$ cat config.mk
export PLATFORM = sky130hd
export DESIGN_NAME = a429_wb_rx_poller_flat
export DESIGN_NICKNAME = d
export VERILOG_FILES = /design/src/rtl/a429_pkg.sv /design/src/rtl/a429_wb_rx_poller_if.sv /design/src/rtl/a429_rr_next.sv /design/src/rtl/a429_wb_rx_poller.sv /design/src/flat_wrapper.sv
export SDC_FILE = /design/constraint.sdc
export NUM_CORES = 1
export LEC_CHECK = 0
export CAP_MARGIN = 20
export CORE_MARGIN = 5
export CORE_UTILIZATION = 35
export DETAILED_ROUTE_END_ITERATION = 8
export SLEW_MARGIN = 15
export SYNTH_ARGS = -nofsm -noshare
export SYNTH_HDL_FRONTEND = slang
export SYNTH_SLANG_ARGS = --single-unit
$ cat constraint.sdc
create_clock -name clk_i -period 4.3 [get_ports clk_i]
set_input_delay 0.86 -clock clk_i [delete_from_list [all_inputs] [get_ports clk_i]]
set_output_delay 0.86 -clock clk_i [all_outputs]
set_load 0.01 [all_outputs]
$ cat src/rtl/a429_pkg.sv
// a429_pkg: definitions shared by the ARINC429 bus-side blocks.
//   - FSM state encoding of the RX poller
//   - per-channel register offsets and the RX-ready status bit
//   - calc_aw(): index width needed to address n items
// No ports (package).
package a429_pkg;

    // Poller FSM encoding
    localparam logic [2:0] ST_IDLE = 3'd0;
    localparam logic [2:0] ST_STAT = 3'd1;
    localparam logic [2:0] ST_DATA = 3'd2;
    localparam logic [2:0] ST_PUSH = 3'd3;
    localparam logic [2:0] ST_NEXT = 3'd4;

    // Per-channel register map of the multi-channel controller
    localparam int STAT_OFS   = 1;
    localparam int RXD_OFS    = 2;
    localparam int RX_RDY_BIT = 0;

    // Smallest w with 2**w >= n
    function automatic int calc_aw(input int n);
        int w;
        w = 0;
        while ((32'd1 << w) < n) begin
            w = w + 1;
        end
        return w;
    endfunction

endpackage

$ cat src/rtl/a429_wb_rx_poller_if.sv
// a429_wb_rx_poller_if: Wishbone bus between the RX poller (master) and the
// multi-channel ARINC429 controller slave port.
// Signal names are seen from the initiator side:
//   cyc_o, stb_o, adr_o[AW], wnr_o, dat_o[DW]  initiator -> slave
//   dat_i[DW], ack_i                            slave -> initiator
interface a429_wb_rx_poller_if #(
    parameter int AW = 5,
    parameter int DW = 32
);
    logic          cyc_o;
    logic          stb_o;
    logic [AW-1:0] adr_o;
    logic          wnr_o;
    logic [DW-1:0] dat_o;
    logic [DW-1:0] dat_i;
    logic          ack_i;

    modport master (
        output cyc_o, stb_o, adr_o, wnr_o, dat_o,
        input  dat_i, ack_i
    );

    modport slave (
        input  cyc_o, stb_o, adr_o, wnr_o, dat_o,
        output dat_i, ack_i
    );
endinterface

$ cat src/rtl/a429_rr_next.sv
// a429_rr_next: combinational round-robin finder. Returns the first channel
// whose mask bit is set, searching upward from ptr_i (inclusive) and wrapping
// from N-1 to 0.
//   mask_i[N]   candidate channels
//   ptr_i[AW]   search start (must be < N)
//   next_o[AW]  selected channel (ptr_i when none_o=1)
//   none_o      no mask bit set
module a429_rr_next #(
    parameter int N  = 8,
    parameter int AW = 3
) (
    input  logic [N-1:0]  mask_i,
    input  logic [AW-1:0] ptr_i,
    output logic [AW-1:0] next_o,
    output logic          none_o
);

    int            sum_s;
    logic [AW-1:0] idx_s;

    // Priority search: walk offsets high to low so the closest hit wins
    always_comb begin
        next_o = ptr_i;
        none_o = (mask_i == '0);
        sum_s  = 0;
        idx_s  = '0;
        for (int i = N - 1; i >= 0; i--) begin
            sum_s  = int'(ptr_i) + i;
            idx_s  = (sum_s >= N) ? AW'(sum_s - N) : AW'(sum_s);
            next_o = mask_i[idx_s] ? idx_s : next_o;
        end
    end

endmodule

$ cat src/rtl/a429_wb_rx_poller.sv
// a429_wb_rx_poller: Wishbone initiator that round-robin polls the RX status
// register of each enabled ARINC429 channel, reads any pending word and hands
// it out on a valid/ready stream tagged with its channel number.
// Ports:
//   clk_i, rst_i (synchronous, active-low), en_i, chan_mask_i[CHAN_NUM]
//   wb          Wishbone master modport (cyc/stb/adr/wnr/dat_o, dat_i/ack_i)
//   wrd_vld_o, wrd_rdy_i, wrd_dat_o[32], wrd_chan_o[CHAN_AW]  word stream
//   err_o       one-cycle pulse on bus timeout
//   busy_o      FSM not idle
// Optional build macro A429_POLL_IRQ_EN adds irq_i[CHAN_NUM]; only channels
// that are both enabled and interrupting are polled.
module a429_wb_rx_poller
    import a429_pkg::*;
#(
    parameter int CHAN_NUM = 8,
    parameter int CHAN_AW  = calc_aw(CHAN_NUM),
    parameter int REG_AW   = 2,
    parameter int TIMEOUT  = 255
) (
    input  logic                clk_i,
    input  logic                rst_i,
    input  logic                en_i,
    input  logic [CHAN_NUM-1:0] chan_mask_i,
`ifdef A429_POLL_IRQ_EN
    input  logic [CHAN_NUM-1:0] irq_i,
`endif
    a429_wb_rx_poller_if.master wb,
    output logic                wrd_vld_o,
    input  logic                wrd_rdy_i,
    output logic [31:0]         wrd_dat_o,
    output logic [CHAN_AW-1:0]  wrd_chan_o,
    output logic                err_o,
    output logic                busy_o
);

    localparam int               AW       = CHAN_AW + REG_AW;
    localparam logic [REG_AW-1:0] STAT_A  = REG_AW'(STAT_OFS);
    localparam logic [REG_AW-1:0] RXD_A   = REG_AW'(RXD_OFS);
    // Last wait cycle before the timeout fires
    localparam logic [7:0]       TMO_LAST = 8'(TIMEOUT - 1);

    logic [2:0]         state_q, state_d;
    logic [CHAN_AW-1:0] ptr_q, ptr_d;
    logic [7:0]         tmo_q, tmo_d;
    logic               cyc_q, cyc_d;
    logic               stb_q, stb_d;
    logic [AW-1:0]      adr_q, adr_d;
    logic               vld_q, vld_d;
    logic [31:0]        wdat_q, wdat_d;
    logic [CHAN_AW-1:0] wchan_q, wchan_d;
    logic               err_q, err_d;

    logic [CHAN_NUM-1:0] eff_mask_s;
    logic [CHAN_AW-1:0]  ptr_inc_s;
    logic [CHAN_AW-1:0]  start_s;
    logic [CHAN_AW-1:0]  next_s;
    logic                none_s;

`ifdef A429_POLL_IRQ_EN
    assign eff_mask_s = chan_mask_i & irq_i;
`else
    assign eff_mask_s = chan_mask_i;
`endif

    // IDLE resumes at the pointer itself; NEXT must move past the channel
    // just visited so each channel gets at most one word per round.
    assign ptr_inc_s = (ptr_q == CHAN_AW'(CHAN_NUM - 1)) ? '0 : ptr_q + CHAN_AW'(1);
    assign start_s   = (state_q == ST_NEXT) ? ptr_inc_s : ptr_q;

    a429_rr_next #(
        .N  (CHAN_NUM),
        .AW (CHAN_AW)
    ) u_rr_next (
        .mask_i (eff_mask_s),
        .ptr_i  (start_s),
        .next_o (next_s),
        .none_o (none_s)
    );

    // Next-state and output logic of the polling FSM
    always_comb begin
        state_d = state_q;
        ptr_d   = ptr_q;
        tmo_d   = tmo_q;
        cyc_d   = cyc_q;
        stb_d   = stb_q;
        adr_d   = adr_q;
        vld_d   = vld_q;
        wdat_d  = wdat_q;
        wchan_d = wchan_q;
        err_d   = 1'b0;
        case (state_q)
            ST_IDLE: begin
                if (en_i && !none_s) begin
                    ptr_d   = next_s;
                    state_d = ST_STAT;
                    cyc_d   = 1'b1;
                    stb_d   = 1'b1;
                    adr_d   = {next_s, STAT_A};
                    tmo_d   = 8'd0;
                end else begin
                    state_d = ST_IDLE;
                end
            end
            ST_STAT: begin
                if (wb.ack_i) begin
                    cyc_d   = 1'b0;
                    stb_d   = 1'b0;
                    tmo_d   = 8'd0;
                    state_d = wb.dat_i[RX_RDY_BIT] ? ST_DATA : ST_NEXT;
                end else if (tmo_q == TMO_LAST) begin
                    cyc_d   = 1'b0;
                    stb_d   = 1'b0;
                    tmo_d   = 8'd0;
                    err_d   = 1'b1;
                    state_d = ST_NEXT;
                end else begin
                    tmo_d = tmo_q + 8'd1;
                end
            end
            ST_DATA: begin
                // First DATA cycle is the mandatory idle bus cycle; launch here
                if (!stb_q) begin
                    cyc_d = 1'b1;
                    stb_d = 1'b1;
                    adr_d = {ptr_q, RXD_A};
                    tmo_d = 8'd0;
                end else if (wb.ack_i) begin
                    cyc_d   = 1'b0;
                    stb_d   = 1'b0;
                    tmo_d   = 8'd0;
                    wdat_d  = wb.dat_i;
                    wchan_d = ptr_q;
                    vld_d   = 1'b1;
                    state_d = ST_PUSH;
                end else if (tmo_q == TMO_LAST) begin
                    cyc_d   = 1'b0;
                    stb_d   = 1'b0;
                    tmo_d   = 8'd0;
                    err_d   = 1'b1;
                    state_d = ST_NEXT;
                end else begin
                    tmo_d = tmo_q + 8'd1;
                end
            end
            ST_PUSH: begin
                if (wrd_rdy_i) begin
                    vld_d   = 1'b0;
                    state_d = ST_NEXT;
                end else begin
                    vld_d = 1'b1;
                end
            end
            ST_NEXT: begin
                if (!none_s) begin
                    ptr_d = next_s;
                end else begin
                    ptr_d = ptr_q;
                end
                if (en_i && !none_s) begin
                    state_d = ST_STAT;
                    cyc_d   = 1'b1;
                    stb_d   = 1'b1;
                    adr_d   = {next_s, STAT_A};
                    tmo_d   = 8'd0;
                end else begin
                    state_d = ST_IDLE;
                end
            end
            default: begin
                state_d = ST_IDLE;
                cyc_d   = 1'b0;
                stb_d   = 1'b0;
                vld_d   = 1'b0;
            end
        endcase
    end

    // State and registered outputs; reset abandons any bus cycle and word
    always_ff @(posedge clk_i) begin
        if (!rst_i) begin
            state_q <= ST_IDLE;
            ptr_q   <= '0;
            tmo_q   <= 8'd0;
            cyc_q   <= 1'b0;
            stb_q   <= 1'b0;
            adr_q   <= '0;
            vld_q   <= 1'b0;
            wdat_q  <= 32'd0;
            wchan_q <= '0;
            err_q   <= 1'b0;
        end else begin
            state_q <= state_d;
            ptr_q   <= ptr_d;
            tmo_q   <= tmo_d;
            cyc_q   <= cyc_d;
            stb_q   <= stb_d;
            adr_q   <= adr_d;
            vld_q   <= vld_d;
            wdat_q  <= wdat_d;
            wchan_q <= wchan_d;
            err_q   <= err_d;
        end
    end

    assign wb.cyc_o   = cyc_q;
    assign wb.stb_o   = stb_q;
    assign wb.adr_o   = adr_q;
    assign wb.wnr_o   = 1'b0;
    assign wb.dat_o   = 32'd0;
    assign wrd_vld_o  = vld_q;
    assign wrd_dat_o  = wdat_q;
    assign wrd_chan_o = wchan_q;
    assign err_o      = err_q;
    assign busy_o     = (state_q != ST_IDLE);

endmodule

$ cat src/flat_wrapper.sv
// flat-port wrapper written by rule: the top's interface ports become plain ports
module a429_wb_rx_poller_flat import a429_pkg::*;
#(
    parameter int CHAN_NUM = 8,
    parameter int CHAN_AW  = calc_aw(CHAN_NUM),
    parameter int REG_AW   = 2,
    parameter int TIMEOUT  = 255
)
  (clk_i, rst_i, en_i, chan_mask_i, wrd_vld_o, wrd_rdy_i, wrd_dat_o, wrd_chan_o, err_o, busy_o, wb_cyc_o, wb_stb_o, wb_adr_o, wb_wnr_o, wb_dat_o, wb_dat_i, wb_ack_i);
  a429_wb_rx_poller_if #(.AW(5), .DW(32)) wb_i ();
  input  logic clk_i;
  input  logic rst_i;
  input  logic en_i;
  input  logic [CHAN_NUM-1:0] chan_mask_i;
  output logic wrd_vld_o;
  input  logic wrd_rdy_i;
  output logic [31:0] wrd_dat_o;
  output logic [CHAN_AW-1:0] wrd_chan_o;
  output logic err_o;
  output logic busy_o;
  output wire logic [$bits(wb_i.cyc_o)-1:0] wb_cyc_o;
  output wire logic [$bits(wb_i.stb_o)-1:0] wb_stb_o;
  output wire logic [$bits(wb_i.adr_o)-1:0] wb_adr_o;
  output wire logic [$bits(wb_i.wnr_o)-1:0] wb_wnr_o;
  output wire logic [$bits(wb_i.dat_o)-1:0] wb_dat_o;
  input wire logic [$bits(wb_i.dat_i)-1:0] wb_dat_i;
  input wire logic [$bits(wb_i.ack_i)-1:0] wb_ack_i;
  assign wb_cyc_o = wb_i.cyc_o;
  assign wb_stb_o = wb_i.stb_o;
  assign wb_adr_o = wb_i.adr_o;
  assign wb_wnr_o = wb_i.wnr_o;
  assign wb_dat_o = wb_i.dat_o;
  assign wb_i.dat_i = wb_dat_i;
  assign wb_i.ack_i = wb_ack_i;
  a429_wb_rx_poller #(.CHAN_NUM(CHAN_NUM), .CHAN_AW(CHAN_AW), .REG_AW(REG_AW), .TIMEOUT(TIMEOUT)) u_core (.clk_i(clk_i), .rst_i(rst_i), .en_i(en_i), .chan_mask_i(chan_mask_i), .wb(wb_i), .wrd_vld_o(wrd_vld_o), .wrd_rdy_i(wrd_rdy_i), .wrd_dat_o(wrd_dat_o), .wrd_chan_o(wrd_chan_o), .err_o(err_o), .busy_o(busy_o));
endmodule
==> flow_summary_export.csv, run 1 <==
group,metric,value,unit
outcome,outcome,"completed",
global_route,grtUsageTotal,15.7,%
synthesis,synth_area_per_cell,7.75,um2
cts,cts_buffers,9,
finish,stdcell_count,693,
place,place_area,4520,um2
synthesis,synth_cells,465,
global_route,grt_pass1_wl,16.4,mm
floorplanning,fp.dieW,111,um
floorplanning,die_h,111,um
finish,synthToLayoutAreaGrowth,31.8,%
place,dpl_worst_slack,0.419,ns
routing,routed_wl,9.99,mm
floorplanning,core,10200,um2
timing,tightestPinTransition,0.768,ns
place,numPortBuffers,89,
timing,relSlewSlack,48.7,%
timing,tns,0,ns
finish,multiInputGateArea,2150,um2
finish,ff_latch_area,1160,um2
finish,layout.nets,603,
cts,clock_sinks,58,
cts,cts_tree,"built",
synthesis,syn-cell-area,3600,um2
synthesis,synthDistinctLibCells,66,
floorplanning,ios,123,
routing,num_vias,3453,
synthesis,ys_seq_area_share,32.2,%
pwr,pwr_density_cell,481,nW/um2
synthesis,yosys_register_bits,58,
finish,num_antenna_cells,0,
place,placedCellCount,677,
critical_path,worstPathArrival,4.11,ns
critical_path,critPathMostFrequentCell,"nor2_1",
timing,fin_crit_sh,91.1,%
timing,fmax,255,MHz
pwr,power.leakage,0.00175,uW
timing,setup_ws,0.381,ns
finish,stdcell_area,4750,um2
finish,final_common_cell,"nand2_1",
critical_path,crit_fanout,9,
cts,hold_buffers,0,
place,gp_congestion,0.934,
min_path,hp-class,"reg2reg",
cts,cts_setup_buffers,0,
timing,rsz0062_at_grt,"no",
global_route,grt_pass1_vias,3292,
synthesis,synth_edf_count,0,
routing,drc,0,
cts,post_cts_resized,0,
routing,dr.pass1.iters,4,
cts,cts_buffer_depth,2,
critical_path,cp_slowest_stage_delay,0.54,ns
finish,final_layout_size_suffix_gt1_share,8.44,%
critical_path,crit_path_end_kind,"flip-flop",
cts,ctsHtreeMaxLevel,3,
cts,clk_latency,0.33,ns
finish,fill_cells,1030,
routing,antenna_left,0,
floorplanning,die_area,12400,um2
floorplanning,rows,37,
finish,final_cell_mix,"nand2_1 (100), clkdlybuf4s50_1 (89), a21oi_1 (60)",
timing,final-max-slew-violation-count,0,
cts,cts_root_buffer,"clkbuf_8",
global_route,grt_start_max_net_pins,36,
critical_path,worstPathCellList,"or3b_1 -> a21oi_4 -> inv_2 -> ha_1 -> mux4_2 -> mux2i_1 -> nor2_1 -> or2_2 -> o31a_1 -> o21a_1 -> xnor2_1 -> a222oi_1 -> nor2_1",
critical_path,worst-setup-path-type,"reg2reg",
critical_path,crit_required,4.49,ns
timing,whs,0.452,ns
timing,finalCriticalPeriod,3.92,ns
global_route,overflow,0,
cts,clk_pin_slew_worst_paths,0.07,ns
synthesis,synth_flop_cell,"dfxtp_1",
critical_path,start_kind,"flip-flop",
floorplanning,start_util,35.4,%
routing,avgRoutedWirePerCell,14.4,um
critical_path,crit_slowest_cell,"or3b_1",
routing,drt_iter0_markers,206,
synthesis,ys_warn_count,0,
flow_run,drv_cap,0,
timing,skew,0.0100,ns
place,hpwl,7.52,mm
timing,finalSetupViolations,0,
synthesis,synthArstFlopShare,0,%
pwr,vdd_ir_drop_max,0.000198,V
routing,vias_per_cell,4.98,
timing,hold_violations,0,
global_route,grt_antenna_before_repair,0,
-- path summary, 6_finish.rpt --
path | depth (start not counted) | start | slack [ns] | to
worst min register to register | 2 | u_core.wrd_dat_o[30]$_SDFFE_PN0P_ | 0.45 | u_core.wrd_dat_o[30]$_SDFFE_PN0P_
worst min-delay path | 2 | u_core.wrd_dat_o[30]$_SDFFE_PN0P_ | 0.45 | u_core.wrd_dat_o[30]$_SDFFE_PN0P_
worst max-delay path | 13 | u_core.state_q[1]$_SDFFE_PN0P_ | 0.38 | u_core.wb.adr_o[2]$_SDFFE_PN0P_
worst max register to register | 13 | u_core.state_q[1]$_SDFFE_PN0P_ | 0.38 | u_core.wb.adr_o[2]$_SDFFE_PN0P_
-- layer usage --
metal | global-route usage, % | vias up | share of wire [%]
li1 | - | 1733 | -
met1 | 20.3 | 1602 | 44
met2 | 26.2 | 114 | 48
met3 | 4.18 | 4 | 6.7
met4 | 3.65 | 0 | 0.65
met5 | 0 | - | 0
-- cell usage after synthesis (2+ instances only) --
master,n,area (um2)
nand2_1,100,375
a21oi_1,60,300
dfxtp_1,58,1160
buf_4,35,263
nor2_1,34,128
clkbuf_1,17,63.8
mux2i_1,14,140
inv_1,12,45.0
o21ai_0,11,55.1
xnor2_1,9,78.8
a211oi_1,8,60.1
ha_1,6,75.1
nand3_1,6,30.0
o211ai_1,6,45.0
or3_1,5,31.3
nor3_1,4,20.0
xor2_1,4,35.0
a21o_1,3,22.5
a22oi_1,3,22.5
a32oi_1,3,26.3
and3_1,3,18.8
buf_6,3,33.8
mux2_2,3,33.8
mux4_2,3,67.6
nor4_1,3,18.8
o21a_1,3,22.5
a2111oi_0,2,17.5
a221oi_1,2,17.5
a31oi_1,2,12.5
and2_1,2,12.5
buf_2,2,10.0
nor2b_1,2,12.5
o21ai_1,2,10.0
or2_2,2,12.5
or4_1,2,15.0
-- registers in the layout, indices dropped and copies added (netlist names) --
register,flops
u_core.wrd_dat_o,32
u_core.wb.adr_o,5
u_core.wb.cyc_o,1
u_core.wb.stb_o,1
u_core.tmo_q,8
u_core.state_q,3
u_core.err_o,1
u_core.wrd_chan_o,3
u_core.wrd_vld_o,1
u_core.ptr_q,3
-- area by class of cell --
class | count | share of cell area [%]
Clock inverter | 4 | 1.55
Sequential cell | 58 | 24.4
Timing Repair Buffer | 102 | 21.0
Clock buffer | 12 | 3.27
Inverter | 13 | 1.03
Tap cell | 136 | 3.58
Multi-Input combinational cell | 368 | 45.2
-- metrics by stage --
stage | total power (uW) | util (%)
after floorplan | 1440 | -
after global placement | 1720 | 44.3
after detailed placement | 1720 | 44.4
after CTS | 2300 | 46.6
after global routing | 2440 | 46.6
final | 2290 | 46.6
-- kinds of logic after synthesis --
group / Yosys count / synth area share [%]
buffers and inverters: 71 / 11.7
multiplexers: 20 / 6.70
AND/OR/NAND/NOR: 173 / 21.8
flip-flops: 58 / 32.2
AO/OA/AOI/OAI: 123 / 22.2
adder cells (fa/ha/maj): 6 / 2.08
other: 1 / 0.104
XOR/XNOR: 13 / 3.16
-- critical path: cells and delay by family, from the launching register on --
kind                       cells  cell delay, ns
muxes                          2            0.53
AOI/OAI and AO/OA              4            1.18
xor gates and xnor gates       1            0.14
DFF                            1            0.39
and+or+nand+nor                4            1.03
buffers and inverters          1            0.06
adders and majority gates      1            0.45
-- where the power goes --
| part | internal [uW] | switching (uW) | leakage, uW |
|---|---|---|---|
| clock | 358 | 211 | 0.000117 |
| sequential | 574 | 25.5 | 0.000469 |
| combinational | 483 | 634 | 0.00116 |
| total | 1420 | 871 | 0.00175 |
No activity file was read; power rests on OpenSTA's default activity.
==> run 2: changes to the inputs <==
SYNTH_HIERARCHICAL = 1   (was default)
==> flow_summary_export.csv, run 2 <==
group,metric,value,unit
critical_path,worst-setup-path-type,"reg2reg",
timing,fmax,280,MHz
synthesis,synthArstFlopShare,0,%
timing,rsz0062_at_grt,"no",
finish,synthToLayoutAreaGrowth,28.2,%
place,numPortBuffers,89,
synthesis,synth_flop_cell,"dfxtp_1",
cts,ctsHtreeMaxLevel,3,
finish,final_layout_size_suffix_gt1_share,10.0,%
place,hpwl,7.06,mm
timing,tightestPinTransition,0.770,ns
place,gp_congestion,0.878,
synthesis,synth_cells,428,
global_route,grt_pass1_wl,15.6,mm
critical_path,regToRegStartpoint,"u_core/ptr_q[0]$_SDFFE_PN0P_",
timing,whs,0.461,ns
global_route,overflow,0,
synthesis,synth_edf_count,0,
outcome,outcome,"completed",
cts,hold_buffers,0,
global_route,grt_antenna_before_repair,0,
routing,num_vias,3227,
critical_path,crit_path_end_kind,"flip-flop",
critical_path,reg2reg_slack,0.73,ns
critical_path,start_kind,"flip-flop",
floorplanning,die_h,114,um
synthesis,yosys_register_bits,58,
timing,hold_violations,0,
routing,routed_wl,9.76,mm
cts,clk_pin_slew_worst_paths,0.07,ns
finish,layout.nets,558,
global_route,grt_pass1_vias,3051,
synthesis,synth_area_per_cell,8.78,um2
min_path,worstHoldStart,"u_core/wrd_dat_o[28]$_SDFFE_PN0P_",
floorplanning,fp.dieW,114,um
floorplanning,core,10400,um2
routing,dr.pass1.iters,4,
synthesis,ys_warn_count,6,
cts,cts_buffers,9,
routing,avgRoutedWirePerCell,15.1,um
finish,final_common_cell,"clkdlybuf4s50_1",
floorplanning,start_util,36.1,%
finish,largest_register_ffs,32,
synthesis,synthTopCellsByArea,"dfxtp_1 (31%), nand2_1 (8.6%), a21boi_0 (7.4%)",
routing,antenna_left,0,
finish,stdcell_area,4820,um2
floorplanning,die_area,12900,um2
pwr,power.leakage,0.00172,uW
critical_path,worstPathArrival,3.78,ns
cts,clock_sinks,58,
pwr,vdd_ir_drop_max,0.000197,V
synthesis,synth.most_common_cell,"nand2_1",
routing,drt_iter0_markers,113,
timing,finalCriticalPeriod,3.57,ns
synthesis,yosys.area.top_type,"dfxtp_1",
finish,num_antenna_cells,0,
min_path,hp-class,"reg2reg",
pwr,pwr_density_cell,414,nW/um2
timing,skew,0.00692,ns
pwr,power,1990,uW
floorplanning,ios,123,
synthesis,ys_seq_area_share,30.9,%
routing,drc,0,
cts,cts_root_buffer,"clkbuf_8",
critical_path,crit_fanout,21,
global_route,grtUsageTotal,14.8,%
cts,cts_setup_buffers,0,
critical_path,r2r_end,"u_core/wb.adr_o[3]$_SDFFE_PN0P_",
floorplanning,rows,37,
finish,fin_util,46.3,%
cts,cts_buffer_depth,2,
timing,tns,0,ns
global_route,grt_start_max_net_pins,36,
finish,final_cell_mix,"clkdlybuf4s50_1 (89), nand2_1 (86), dfxtp_1 (58)",
cts,clk_latency,0.33,ns
flow_run,drv_cap,0,
min_path,min_to,"u_core/wrd_dat_o[28]$_SDFFE_PN0P_",
timing,final-max-slew-violation-count,0,
synthesis,synth_top_area_share,30.9,%
critical_path,reg2reg_depth,12,
synthesis,synthDistinctLibCells,68,
synthesis,syn-cell-area,3760,um2
critical_path,crit_required,4.51,ns
cts,post_cts_resized,0,
routing,vias_per_cell,5.00,
timing,relSlewSlack,48.5,%
synthesis,synth_commonest_cells,"nand2_1 (86), dfxtp_1 (58), a21boi_0 (37), buf_4 (37), nor2b_1 (18)",
timing,fin_crit_sh,83.0,%
timing,finalSetupViolations,0,
cts,cts_tree,"built",
place,place_area,4590,um2
min_path,worstHoldPathCells,2,
finish,fill_cells,1044,
==> run 2: worst max-delay path by stage <==
| stage | startpoint | slack, ns | end | cells after the start |
|---|---|---|---|---|
| 2_1_floorplan | u_core/state_q[2]$_SDFFE_PN0P_ | 0.45 | u_core/wb.adr_o[2]$_SDFFE_PN0P_ | 17 |
| 3_3_place_gp | u_core/state_q[0]$_SDFFE_PN0P_ | 0.84 | u_core/wb.adr_o[3]$_SDFFE_PN0P_ | 13 |
| 3_5_place_dp | u_core/state_q[0]$_SDFFE_PN0P_ | 0.77 | u_core/wb.adr_o[3]$_SDFFE_PN0P_ | 13 |
| 4_1_cts | u_core/state_q[0]$_SDFFE_PN0P_ | 0.75 | u_core/wb.adr_o[3]$_SDFFE_PN0P_ | 13 |
| 5_1_grt | u_core/ptr_q[0]$_SDFFE_PN0P_ | 0.47 | u_core/wb.adr_o[3]$_SDFFE_PN0P_ | 12 |
| 6_report | u_core/ptr_q[0]$_SDFFE_PN0P_ | 0.73 | u_core/wb.adr_o[3]$_SDFFE_PN0P_ | 12 |
==> run 2: cell type report <==
| type | count | area [um2] | area share (%) |
|---|---|---|---|
| Inverter | 8 | 30.0 | 0.623 |
| Sequential cell | 58 | 1160 | 24.1 |
| Clock inverter | 2 | 60.1 | 1.25 |
| Tap cell | 136 | 170 | 3.53 |
| Clock buffer | 12 | 165 | 3.43 |
| Multi-Input combinational cell | 334 | 2290 | 47.5 |
| Timing Repair Buffer | 96 | 943 | 19.6 |
==> run 2: kinds of logic (layout without fill, tap and decap cells) <==
logic type | count (synthesis) | after routing | share of synthesized area [%]
flip-flops | 58 | 58 | 30.9
XOR/XNOR | 8 | 8 | 2.06
other | 1 | 33 | 0.0998
AO/OA/AOI/OAI | 97 | 97 | 19.5
multiplexers | 30 | 30 | 12.6
adder cells (fa/ha/maj) | 6 | 6 | 2.00
AND/OR/NAND/NOR | 160 | 160 | 21.4
buffers and inverters | 68 | 118 | 11.4
==> run 2: through the flow <==
stage	std cells	setup slack, ns
2_1_floorplan	460	0.451
3_3_place_gp	632	0.841
3_5_place_dp	632	0.767
4_1_cts	646	0.746
5_1_grt	646	0.472
6_report	646	0.730
==> run 2: per-layer routing <==
| metal | wire length, um | global-route usage [%] |
|---|---|---|
| met1 | 4300 | 18.8 |
| met2 | 5010 | 25.3 |
| met3 | 413 | 3.98 |
| met4 | 30 | 3.37 |
| met5 | 0 | 0 |
==> run 2: report_power, final <==
part	internal (uW)	total, uW	switching (uW)
sequential	564	590	26.5
clock	368	578	210
combinational	393	825	432
==> run 2: critical path: stages (launching register included) <==
cell and delay (ns):
dfxtp_1 0.36, ha_1 0.30, mux2_2 0.47, inv_1 0.12, ha_1 0.49, mux4_2 0.42, mux2i_2 0.29, nor2b_1 0.30
nand2_1 0.09, o21ai_0 0.12, a221oi_2 0.10, a222oi_1 0.32, nor2b_1 0.08
